$ cat src/rtl/systolic_job_ctrl.sv
// Wishbone sequencer for the 2x2 int8 systolic array: operand registers, start/wait/capture FSM,
// run-cycle counter and timeout. Optional irq_o output enabled by SYSTOLIC_JOB_IRQ_EN.
module systolic_job_ctrl #(
  parameter int unsigned TIMEOUT_CYCLES = 64,
  parameter int unsigned CNT_W          = 16
) (
  input  logic        wb_clk_i,
  input  logic        wb_rst_i,
  input  logic        wbs_stb_i,
  input  logic        wbs_cyc_i,
  input  logic        wbs_we_i,
  input  logic [3:0]  wbs_sel_i,
  input  logic [31:0] wbs_adr_i,
  input  logic [31:0] wbs_dat_i,
  output logic        wbs_ack_o,
  output logic [31:0] wbs_dat_o,
`ifdef SYSTOLIC_JOB_IRQ_EN
  output logic        irq_o,
`endif
  output logic [7:0]  arr_a11,
  output logic [7:0]  arr_a12,
  output logic [7:0]  arr_a21,
  output logic [7:0]  arr_a22,
  output logic [7:0]  arr_b11,
  output logic [7:0]  arr_b12,
  output logic [7:0]  arr_b21,
  output logic [7:0]  arr_b22,
  output logic        arr_start,
  input  logic        arr_done,
  input  logic [15:0] arr_c11,
  input  logic [15:0] arr_c12,
  input  logic [15:0] arr_c21,
  input  logic [15:0] arr_c22
);

  typedef enum logic [1:0] {StIdle = 2'd0, StStart = 2'd1, StWait = 2'd2, StCapture = 2'd3} state_e;

  state_e           state_q;
  logic [31:0]      a_q, b_q, res0_q, res1_q;
  logic [CNT_W-1:0] cnt_q, cnt_inc;
  logic             done_q, timeout_q, wr_err_q;
  logic             accept, wr, busy, start_req, clear_req, a_wr, b_wr, irq_bit;
  logic [7:0]       adr;
  logic [31:0]      status, rd_data;
  logic             unused_adr;

  assign unused_adr = ^wbs_adr_i[31:8];
  assign adr        = wbs_adr_i[7:0];

  // Ack gates re-accept so a held strobe never gets back-to-back acks.
  assign accept    = wbs_stb_i & wbs_cyc_i & ~wbs_ack_o;
  assign wr        = accept & wbs_we_i;
  assign busy      = (state_q != StIdle);
  assign start_req = wr && (adr == 8'h08) && wbs_dat_i[0];
  assign clear_req = wr && (adr == 8'h08) && wbs_dat_i[1];
  assign a_wr      = wr && (adr == 8'h00);
  assign b_wr      = wr && (adr == 8'h04);
  assign cnt_inc   = (cnt_q == '1) ? cnt_q : cnt_q + 1'b1;

`ifdef SYSTOLIC_JOB_IRQ_EN
  assign irq_o   = done_q | timeout_q;
  assign irq_bit = irq_o;
`else
  assign irq_bit = 1'b0;
`endif

  assign status = {23'd0, irq_bit, 2'b00, state_q, wr_err_q, timeout_q, done_q, busy};

  always_comb begin
    rd_data = 32'hDEADBEEF;
    case (adr)
      8'h00:   rd_data = a_q;
      8'h04:   rd_data = b_q;
      8'h08:   rd_data = status;
      8'h0C:   rd_data = res0_q;
      8'h10:   rd_data = res1_q;
      8'h14:   rd_data = 32'(cnt_q);
      default: rd_data = 32'hDEADBEEF;
    endcase
  end

  function automatic logic [31:0] merge(input logic [31:0] old, input logic [31:0] nw,
                                        input logic [3:0] sel);
    for (int i = 0; i < 4; i++) begin
      if (sel[i]) old[8*i +: 8] = nw[8*i +: 8];
    end
    return old;
  endfunction

  assign {arr_a22, arr_a21, arr_a12, arr_a11} = a_q;
  assign {arr_b22, arr_b21, arr_b12, arr_b11} = b_q;

  always_ff @(posedge wb_clk_i) begin
    if (wb_rst_i) begin
      state_q   <= StIdle;
      a_q       <= '0;
      b_q       <= '0;
      res0_q    <= '0;
      res1_q    <= '0;
      cnt_q     <= '0;
      done_q    <= 1'b0;
      timeout_q <= 1'b0;
      wr_err_q  <= 1'b0;
      arr_start <= 1'b0;
      wbs_ack_o <= 1'b0;
      wbs_dat_o <= '0;
    end else begin
      wbs_ack_o <= accept;
      if (accept) wbs_dat_o <= rd_data;
      arr_start <= 1'b0;
      // CLEAR lands first; FSM flag updates below take priority in the same cycle.
      if (clear_req) begin
        done_q    <= 1'b0;
        timeout_q <= 1'b0;
        wr_err_q  <= 1'b0;
      end
      if (a_wr) begin
        if (busy) wr_err_q <= 1'b1;
        else      a_q      <= merge(a_q, wbs_dat_i, wbs_sel_i);
      end
      if (b_wr) begin
        if (busy) wr_err_q <= 1'b1;
        else      b_q      <= merge(b_q, wbs_dat_i, wbs_sel_i);
      end
      unique case (state_q)
        StIdle: begin
          if (start_req) begin
            state_q   <= StStart;
            arr_start <= 1'b1;
          end
        end
        StStart: begin
          cnt_q     <= '0;
          done_q    <= 1'b0;
          timeout_q <= 1'b0;
          state_q   <= StWait;
        end
        StWait: begin
          cnt_q <= cnt_inc;
          if (arr_done) begin
            state_q <= StCapture;
          end else if (cnt_inc == CNT_W'(TIMEOUT_CYCLES)) begin
            state_q   <= StIdle;
            timeout_q <= 1'b1;
          end
        end
        StCapture: begin
          res0_q  <= {arr_c12, arr_c11};
          res1_q  <= {arr_c22, arr_c21};
          done_q  <= 1'b1;
          state_q <= StIdle;
        end
        default: state_q <= StIdle;
      endcase
    end
  end

endmodule

$ cat config.mk
export PLATFORM = sky130hd
export DESIGN_NAME = systolic_job_ctrl
export DESIGN_NICKNAME = d
export VERILOG_FILES = /design/src/rtl/systolic_job_ctrl.sv
export SDC_FILE = /design/constraint.sdc
export NUM_CORES = 1
export LEC_CHECK = 0
export ABC_CLOCK_PERIOD_IN_PS = 8250
export CAP_MARGIN = 20
export CORE_MARGIN = 10
export CORE_UTILIZATION = 52
export DETAILED_ROUTE_END_ITERATION = 8
export PLACE_DENSITY = 0.89
export SLEW_MARGIN = 40
export SYNTH_ARGS = -nofsm -noshare
export SYNTH_HDL_FRONTEND = slang
export SYNTH_SLANG_ARGS = --single-unit
export TNS_END_PERCENT = 20
$ cat constraint.sdc
create_clock -name wb_clk_i -period 8.25 [get_ports wb_clk_i]
set_clock_uncertainty 0.2 [all_clocks]
set_input_delay 2.475 -clock wb_clk_i [delete_from_list [all_inputs] [get_ports wb_clk_i]]
set_output_delay 2.475 -clock wb_clk_i [all_outputs]
set_load 0.05 [all_outputs]
# --- Word-level counts from Yosys, hierarchy flattened ---
# Cells that the tools add are included.
word_totals:
  latch_bits: 0
  ram_bits: 0
  register_bits: 183
  memories: 0
  romBits: 0
op_classes:
  n_div: 0
  shift: 0
  add_sub_neg: 1
  n_bitwise: 6
  mul: 0
  n_eq_ne: 12
  n_mux: 19
  n_reduce_logical: 20
  magnitude_cmp: 0
ops:
  columns: ["cell", "count"]
  rows:
  - ["$pmux 32 s6", 1]
  - ["$pmux 16 s2", 1]
  - ["$reduce_and 3->1", 8]
  - ["$add 16x1->16 const B", 1]
  - ["$eq 16x16->1 const B", 1]
  - ["$eq 16x7->1 const B", 1]
  - ["$eq 8x4->1 const B", 2]
  - ["$eq 8x5->1 const B", 2]
  - ["$mux 16", 1]
  - ["$mux 1", 10]
  - ["$eq 8x3->1 const B", 1]
  - ["$logic_not 8->1", 1]
  - ["$pmux 2 s4", 1]
  - ["$mux 2", 3]
  - ["$logic_and 1x1->1", 5]
  - ["$eq 2x2->1 const B", 2]
  - ["$pmux 1 s2", 2]
  - ["$reduce_bool 2->1", 2]
  - ["$and 1x1->1", 3]
  - ["$ne 3x3->1 const B", 1]
  - ["$not 1->1", 3]
  - ["$reduce_bool 3->1", 1]
  - ["$eq 2x1->1 const B", 1]
  - ["$logic_not 2->1", 1]
  - ["other kinds (3)", 3]

# --- Logic depth before layout (Yosys ltp) ---
# Gate-level depths: netlist of run 1.
depth:
  word_depth: 10
  mapped_depth: 9
  ltp_nobuf: 8

# --- Worst setup path before layout of run 1 ---
# OpenSTA, ideal clock, no wires.
synth_timing:
  path_type: "input -> register"
  start: "in wbs_adr_i[1]"
  end: "reg state_q[0]"
  setup_slack_ns: 3.776
  setup_time_ns: 0.124
  arrival_time_ns: 4.150
  stages: 8
  cell_sequence: "or4_1 > nor3_2 > buf_2 > nand3_1 > o21a_1 > mux2_1 > a21oi_1 > nor2_1"
synth_between:
  elab_chain_len: 5
synth_lines:
  columns: ["element", "line_no", "source"]
  rows:
  - ["from (decl)", "13", "input logic [31:0] wbs_adr_i,"]
  - ["$eq 8x4->1", "54", "assign start_req = wr && (adr == 8'h08) && wbs_dat_i[0];"]
  - ["$logic_and 1x1->1 (2 in a row)", "54", null]
  - ["$ne 2x2->1 (no line)", null, null]
  - ["$reduce_and 2->1 (no line)", null, null]
  - ["to (signal assigned)", "95", "state_q <= StIdle;"]
  - ["to (signal assigned)", "128", "state_q <= StStart;"]
  - ["to (signal assigned)", "136", "state_q <= StWait;"]
  - ["to (decl)", "38", "state_e state_q;"]
# No other way between the ends.
# A chain may end at the register's enable or synchronous reset.

# --- Worst setup path after layout of run 1 ---
layout_timing:
  start: "in wbs_adr_i[1]"
  end: "reg a_q[7]"
layout_between:
  elab_chain_len: 3
layout_lines:
  columns: ["element", "line_no", "source"]
  rows:
  - ["$logic_not 8->1", "56", "assign a_wr = wr && (adr == 8'h00);"]
  - ["$logic_and 1x1->1", "56", null]
  - ["$reduce_and 3->1 (no line)", null, null]
  - ["to (signal assigned)", "119", "else a_q <= merge(a_q, wbs_dat_i, wbs_sel_i);"]
  - ["to (decl)", "39", "logic [31:0] a_q, b_q, res0_q, res1_q;"]
# No other way between the ends.

==> out/qor.yml, run 1 <==
grt:
  grt_pass1_vias: 7538
  first_pass_grt_wire_length_um: 42400
  grt_start_max_net_pins: 82
  globalRouteOverflowTotal: 0
  number_of_antenna_violations_at_the_first_check_in_global_routing: 1
  global_route.usage.total_pct: 24.8
worst_setup_path:
  timing.rr.start: "cnt_q[0]"
  critical_path.startpoint_type: "primary input"
  worstPathArrival_ps: 5870
  path_class: "primary input to register"
  cp_max_fo: 12
  worstPathRequired_ps: 8360
  depth_of_the_worst_register_to_register_path: 8
  capturing_point_of_the_worst_reg2reg_path: "state_q[1]"
  worstPathCellList: "clkdlybuf4s50_1 -> or4_1 -> nor3_4 -> nand2b_1 -> nor3_2 -> and2_1 -> mux2i_1 -> nor2_1"
  internal_reg_to_reg_setup_slack_ps: 5180
  critical-path-slowest-cell: "sky130_fd_sc_hd__or4_1"
  cp_slowest_stage_delay_ps: 620
  endpoint_kind: "register"
timing:
  max_freq_mhz: 173
  tns_ps: 0
  grt_setup_unrepaired: "false"
  post-route-period-util_pct: 69.9
  minimum_clock_period_ps: 5770
  timing_hold_violations_final: 0
  timing.max_slew.rel_slack_pct: 43.1
  slew_violations: 0
  timing_worst_slew_pin_value_ps: 853
  hold_ws_ps: 267
  setup_viol: 0
route:
  route.antenna.remaining_nets: 0
  route.detailed.drc: 0
  wire_length_per_cell_um: 20.8
  detailedRoute.firstPassIterationCount: 5
  drt-vias-per-instance: 5.87
  wirelength_um: 27500
  drt_iter0_markers: 725
  vias: 7743
die:
  i_o_pins: 236
  starting_utilization_of_the_core_area_pct: 53.3
  floorplan.die.width_um: 145
  placeableCoreArea_um2: 15300
  die_area_um2: 21100
  die_height_um: 145
  placementRows: 45
clocking:
  post_cts_buffers: 0
  h-tree-depth: 4
  clock_tree_from_tritoncts: "yes"
  cts-root-buf: "sky130_fd_sc_hd__clkbuf_16"
  post_cts_resize_count: 0
  clk_pin_slew_worst_paths_ps: 70
  clock_sink_count: 183
  tritoncts.num_buffers: 17
  ctsHoldBuffers: 0
  clock_latency_reported_for_the_late_side_of_the_worst_skew_pair_ps: 440
  max-clock-path-buffers: 2
place:
  dpl.cell_count: 1286
  buffer_ports.inserted: 211
  dp_hpwl_um: 19600
  gp_congestion: 0.953
flow_run:
  max_cap_violations: 0
cells_and_area:
  area.growth.synth_to_final_pct: 33.5
  instances_no_fill: 1320
  mostFrequentLayoutCell: "sky130_fd_sc_hd__clkdlybuf4s50_1"
  layout.nets: 1239
  fillCellCount: 1158
  final_layout_size_suffix_gt1_share_pct: 6.32
  layout_common_cells: "sky130_fd_sc_hd__clkdlybuf4s50_1, sky130_fd_sc_hd__dfxtp_1, sky130_fd_sc_hd__nor2_1, sky130_fd_sc_hd__mux2i_1, sky130_fd_sc_hd__nand2_1"
power:
  vdd_drop_max_mv: 0.150
  power_leakage_nw: 3.62
  cellPowerDensity_nw_per_um2: 174
  report.power.total_w: 0.00190
worst_hold_path:
  hold_path.startpoint: "wbs_dat_o[14]"
  min_delay_worst_endpoint: "wbs_dat_o[14]"
  whs_path_depth: 2
  worst_min_delay_path_class: "register to register"
yosys:
  netlist_cell_types: 60
  post_synth_instance_area_um2: 8160
  synthesis.area_per_instance_um2: 8.79
  asyncSetResetFlopFracSynth_pct: 0
  synth_sequential_area_ratio_pct: 44.9
  synth_seq_cells: 183
  postSynth.topFlopCell: "sky130_fd_sc_hd__dfxtp_1"
  synthesis.yosys.warnings: 0
  synth.net_count: 1072
  syn_inst: 928
  number_of_enable_flip_flop_cells_after_synthesis: 0
run_status:
  outcome: "complete, no violations"
[synth_stat cells (12+ instances only)]
cell	n	share of area, %
sky130_fd_sc_hd__nand2_1	98	4.5
sky130_fd_sc_hd__nand3_1	47	2.9
sky130_fd_sc_hd__inv_1	12	0.55
sky130_fd_sc_hd__clkbuf_1	40	1.8
sky130_fd_sc_hd__nor2_1	140	6.4
sky130_fd_sc_hd__dfxtp_1	183	45
sky130_fd_sc_hd__a221oi_1	21	2.3
sky130_fd_sc_hd__a21oi_1	84	5.2
sky130_fd_sc_hd__o21ai_0	26	1.6
sky130_fd_sc_hd__buf_2	18	1.1
sky130_fd_sc_hd__nor3_1	27	1.7
sky130_fd_sc_hd__mux2i_1	103	13
[how the worst max path moves through the flow]
stage,start,to,depth (start not counted)
finish,wbs_adr_i[1],a_q[7],8
global route,wbs_adr_i[1],a_q[0],8
CTS,wbs_adr_i[1],a_q[7],8
detailed placement,wbs_adr_i[1],a_q[7],8
global placement,wbs_adr_i[1],a_q[7],8
floorplan,wbs_adr_i[1],state_q[0],8
[per-layer routing]
layer | vias to the layer above | routed length [um] | part of all wire [%] | global-route usage (%)
met5 | - | 0 | 0 | 0
met4 | 0 | 789 | 2.9 | 9.40
met3 | 56 | 2530 | 9.2 | 8.17
met2 | 388 | 13000 | 47 | 40.1
met1 | 3662 | 11200 | 41 | 30.0
li1 | 3637 | - | - | -
[final cells by class]
type,count,area (um2),share of cell area [%]
multi-input combinational,661,4170,38.2
sequential,183,3660,33.6
timing repair buffer,220,2190,20.1
clock buffer,21,450,4.13
tap,211,264,2.42
clock inverter,11,116,1.07
inverter,12,45.0,0.413
antenna,1,2.50,0.0230
[through the flow]
stage	cell area, um2	worst slack, ps	util (%)
CTS	10900	2300	70.9
finish	10900	2480	71.1
global placement	10300	1900	67.2
global route	10900	2380	71.1
detailed placement	10300	1860	67.2
floorplan	8160	3780	-
[registers in the layout (all words and copies together), names as in the netlist]
| name | flops |
|---|---|
| state_q | 2 |
| a_q | 32 |
| timeout_q | 1 |
| wr_err_q | 1 |
| wbs_ack_o | 1 |
| res0_q | 32 |
| done_q | 1 |
| wbs_dat_o | 32 |
| b_q | 32 |
| cnt_q | 16 |
| res1_q | 32 |
| arr_start | 1 |
[logic make-up (layout without fill, tap and decap cells)]
kind of cell,Yosys count,after routing,share of synthesized area [%]
AOI/OAI and AO/OA,182,182,14.5
xor gates and xnor gates,1,1,0.107
adders and majority gates,6,6,0.920
buffers and inverters,84,264,4.29
DFF,183,183,44.9
muxes,116,116,15.3
other,0,1,0
and+or+nand+nor,356,356,20.0
[critical path, delay by kind of cell]
kind | cells | cell delay (ps)
AND/OR/NAND/NOR | 6 | 2730
buffers and inverters | 1 | 390
multiplexers | 1 | 270
[report_power, final]
group	leakage (nW)	internal, W	switching [W]
clock network	0.267	0.000430	0.000361
logic	1.88	0.0000888	0.000115
registers	1.48	0.000894	0.00000923
total	3.62	0.00141	0.000485
(Power assumes the default switching activity.)
==> run 2, diff against run 1 <==
--- a/config.mk
+++ b/config.mk
@@ -5,12 +5,12 @@
 export SDC_FILE = /design/constraint.sdc
 export NUM_CORES = 1
 export LEC_CHECK = 0
-export ABC_CLOCK_PERIOD_IN_PS = 8250
+export ABC_CLOCK_PERIOD_IN_PS = 5100
 export CAP_MARGIN = 20
 export CORE_MARGIN = 10
-export CORE_UTILIZATION = 52
+export CORE_UTILIZATION = 43
 export DETAILED_ROUTE_END_ITERATION = 8
-export PLACE_DENSITY = 0.89
+export PLACE_DENSITY = 0.79
 export SLEW_MARGIN = 40
 export SYNTH_ARGS = -nofsm -noshare
 export SYNTH_HDL_FRONTEND = slang
==> constraint.sdc (replaced) <==
create_clock -name wb_clk_i -period 5.1 [get_ports wb_clk_i]
set_clock_uncertainty 0.2 [all_clocks]
set_input_delay 1.53 -clock wb_clk_i [delete_from_list [all_inputs] [get_ports wb_clk_i]]
set_output_delay 1.53 -clock wb_clk_i [all_outputs]
set_load 0.05 [all_outputs]
==> run 2 against run 1 <==
Net effect:
- worst setup slack lost 1400 ps
- hold slack got worse by 16 ps
- first-iteration DRC count is 8.0% lower
- clock-buffer cell count did not move
- cell count rose by 2.3%
- core utilization decreased by 12 points
- largest cell class unchanged
- highest routed layer is now met5
==> out/qor.yml, run 2 (synthesis gave the netlist of run 1 again) <==
route:
  drt_iter0_markers: 667  # was 725
  wire_length_per_cell_um: 20.2  # was 20.8 um
  vias: 7583  # was 7743
  route.detailed.drc: 0  # unchanged
  detailedRoute.firstPassIterationCount: 6  # was 5
  wirelength_um: 27300  # was 27500 um
  route.antenna.remaining_nets: 0  # unchanged
  drt-vias-per-instance: 5.62  # was 5.87
cells_and_area:
  fillCellCount: 1650  # was 1158
  layout_common_cells: "sky130_fd_sc_hd__clkdlybuf4s50_1, sky130_fd_sc_hd__dfxtp_1, sky130_fd_sc_hd__nor2_1, sky130_fd_sc_hd__mux2i_1, sky130_fd_sc_hd__nand2_1"  # unchanged
  layout.nets: 1247  # was 1239
  final_layout_size_suffix_gt1_share_pct: 6.91  # was 6.32%
  area.growth.synth_to_final_pct: 34.7  # was 33.5%
  mostFrequentLayoutCell: "sky130_fd_sc_hd__clkdlybuf4s50_1"  # unchanged
worst_setup_path:
  timing.rr.start: "cnt_q[0]"  # unchanged
  critical-path-top-delay-family: "simple AND/OR/NAND/NOR gates"  # unchanged
  path_common_cell: "sky130_fd_sc_hd__nor3_2"
  capturing_point_of_the_worst_reg2reg_path: "state_q[1]"  # unchanged
  critical_path.startpoint_type: "primary input"  # unchanged
  worstPathArrival_ps: 4160  # was 5870 ps
  cp_slowest_stage_delay_ps: 600  # was 620 ps
  worstPathRequired_ps: 5210  # was 8360 ps
  worstPathCellList: "clkdlybuf4s50_1 -> or4_1 -> nor3_2 -> nand2b_1 -> nor3_2 -> and2_1 -> mux2i_1 -> nor2_1"  # was clkdlybuf4s50_1 -> or4_1 -> nor3_4 -> nand2b_1 -> nor3_2 -> and2_1 -> mux2i_1 -> nor2_1
  critical_path_buf_inv_count: 1  # unchanged
  path_class: "primary input to register"  # unchanged
  cp_max_fo: 8  # was 12
  internal_reg_to_reg_setup_slack_ps: 1970  # was 5180 ps
  endpoint_kind: "register"  # unchanged
  depth_of_the_worst_register_to_register_path: 8  # unchanged
  critical-path-slowest-cell: "sky130_fd_sc_hd__or4_1"  # unchanged
grt:
  number_of_antenna_violations_at_the_first_check_in_global_routing: 1  # unchanged
  first_pass_grt_wire_length_um: 41700  # was 42400 um
  global_route.usage.total_pct: 21.3  # was 24.8%
  globalRouteOverflowTotal: 0  # unchanged
  grt_pass1_vias: 7392  # was 7538
  grt_start_max_net_pins: 76  # was 82
run_status:
  outcome: "complete, no violations"  # unchanged
place:
  dp_hpwl_um: 19900  # was 19600 um
  buffer_ports.inserted: 211  # unchanged
  dp_slack_ps: 613  # was 1860 ps
  gp_congestion: 0.923  # was 0.953
die:
  floorplan.die.width_um: 158  # was 145 um
  die_area_um2: 24900  # was 21100 um2
  starting_utilization_of_the_core_area_pct: 43.6  # was 53.3%
  die_height_um: 158  # was 145 um
  placeableCoreArea_um2: 18700  # was 15300 um2
  i_o_pins: 236  # unchanged
  placementRows: 50  # was 45
clocking:
  clock_tree_from_tritoncts: "yes"  # unchanged
  cts-root-buf: "sky130_fd_sc_hd__clkbuf_16"  # unchanged
  max-clock-path-buffers: 2  # unchanged
  clock_sink_count: 183  # unchanged
  post_cts_buffers: 0  # unchanged
  tritoncts.num_buffers: 17  # unchanged
  clock_latency_reported_for_the_late_side_of_the_worst_skew_pair_ps: 430  # was 440 ps
  ctsHoldBuffers: 0  # unchanged
  post_cts_resize_count: 0  # unchanged
  h-tree-depth: 4  # unchanged
  clk_pin_slew_worst_paths_ps: 70  # about the same
timing:
  post-route-period-util_pct: 79.4
  grt_setup_unrepaired: "false"  # unchanged
  timing.final.ws_setup_ps: 1050  # was 2480 ps
  tns_ps: 0  # unchanged
  minimum_clock_period_ps: 4050
  timing.max_slew.rel_slack_pct: 45.9  # was 43.1%
  timing_hold_violations_final: 0  # unchanged
  slew_violations: 0  # unchanged
  timing_worst_slew_pin_value_ps: 812  # was 853 ps
  max_freq_mhz: 247
  setup_viol: 0  # unchanged
power:
  pwr-share-seq_pct: 46.5  # was 47.6%
  cellPowerDensity_nw_per_um2: 286  # was 174 nW/um2
  netSwitchingFraction_pct: 24.4  # was 25.6%
  intPower_w: 0.00238  # was 0.00141 W
  vdd_drop_max_mv: 0.239  # was 0.150 mV
  power_switching_w: 0.000766  # was 0.000485 W
  p_clk_share_pct: 43.1  # was 41.7%
  power_leakage_nw: 3.67  # was 3.62 nW
  pwr-share-comb_pct: 10.4  # was 10.7%
worst_hold_path:
  hold_path.startpoint: "wbs_dat_o[14]"  # unchanged
  worst_min_delay_path_class: "register to register"  # unchanged
  whs_path_depth: 2  # unchanged
  min_delay_worst_endpoint: "wbs_dat_o[14]"  # unchanged
flow_run:
  max_cap_violations: 0  # unchanged
run 2: layout make-up:
class	instances	area, um2	share of cell area, %
diodes	1	2.50	0.0228
clock buffers	21	450	4.10
clock inverters	10	146	1.33
inverters	12	45.0	0.410
multi-input cells	661	4160	37.8
flip-flops and latches	183	3660	33.3
well taps	234	293	2.66
repair buffers	228	2230	20.3
run 2: worst max path at each step:
| stage | startpoint | endpoint | slack, ps | depth (start not counted) |
|---|---|---|---|---|
| after floorplan | wbs_adr_i[1] | state_q[0] | 1570 | 8 |
| after global placement | wbs_adr_i[1] | a_q[7] | 700 | 8 |
| after detailed placement | wbs_adr_i[1] | a_q[15] | 610 | 8 |
| after CTS | wbs_adr_i[1] | a_q[11] | 1060 | 8 |
| after global routing | wbs_adr_i[0] | b_q[20] | 920 | 10 |
| final | wbs_adr_i[1] | a_q[5] | 1050 | 8 |
run 2: stage by stage:
stage                     utilization (%)  instance area [um2]  hold WS (ps)  cells  total power [W]
after global placement               55.6                10400           240   1318          0.00181
after global routing                 58.7                11000           285   1349          0.00324
after floorplan                         -                 8160           251    928          0.00166
after detailed placement             55.6                10400           245   1318          0.00182
final                                58.8                11000           252   1350          0.00314
after CTS                            58.7                11000           254   1349          0.00316
run 2: power by group through the flow:
stage / Clock [W] / Sequential, W / Combinational [W]
2_1_floorplan: 0 / 0.00154 / 0.000117
3_3_place_gp: 0 / 0.00149 / 0.000322
3_5_place_dp: 0 / 0.00149 / 0.000324
4_1_cts: 0.00137 / 0.00146 / 0.000326
5_1_grt: 0.00144 / 0.00146 / 0.000347
6_report: 0.00136 / 0.00146 / 0.000326
run 2: worst min-delay path: cells and delay by family, from the launching register on:
kind,cells,cell delay (ps)
DFF,1,310
AOI/OAI and AO/OA,1,50
and+or+nand+nor,1,50
run 2: layer usage:
metal  up-vias  track usage [%]  routed length [um]
met5         -                0                  13
met4         2             5.74                 355
met3        33             7.60                2440
met2       260             34.6               13000
met1      3626             26.2               11500
li1       3662                -                   -
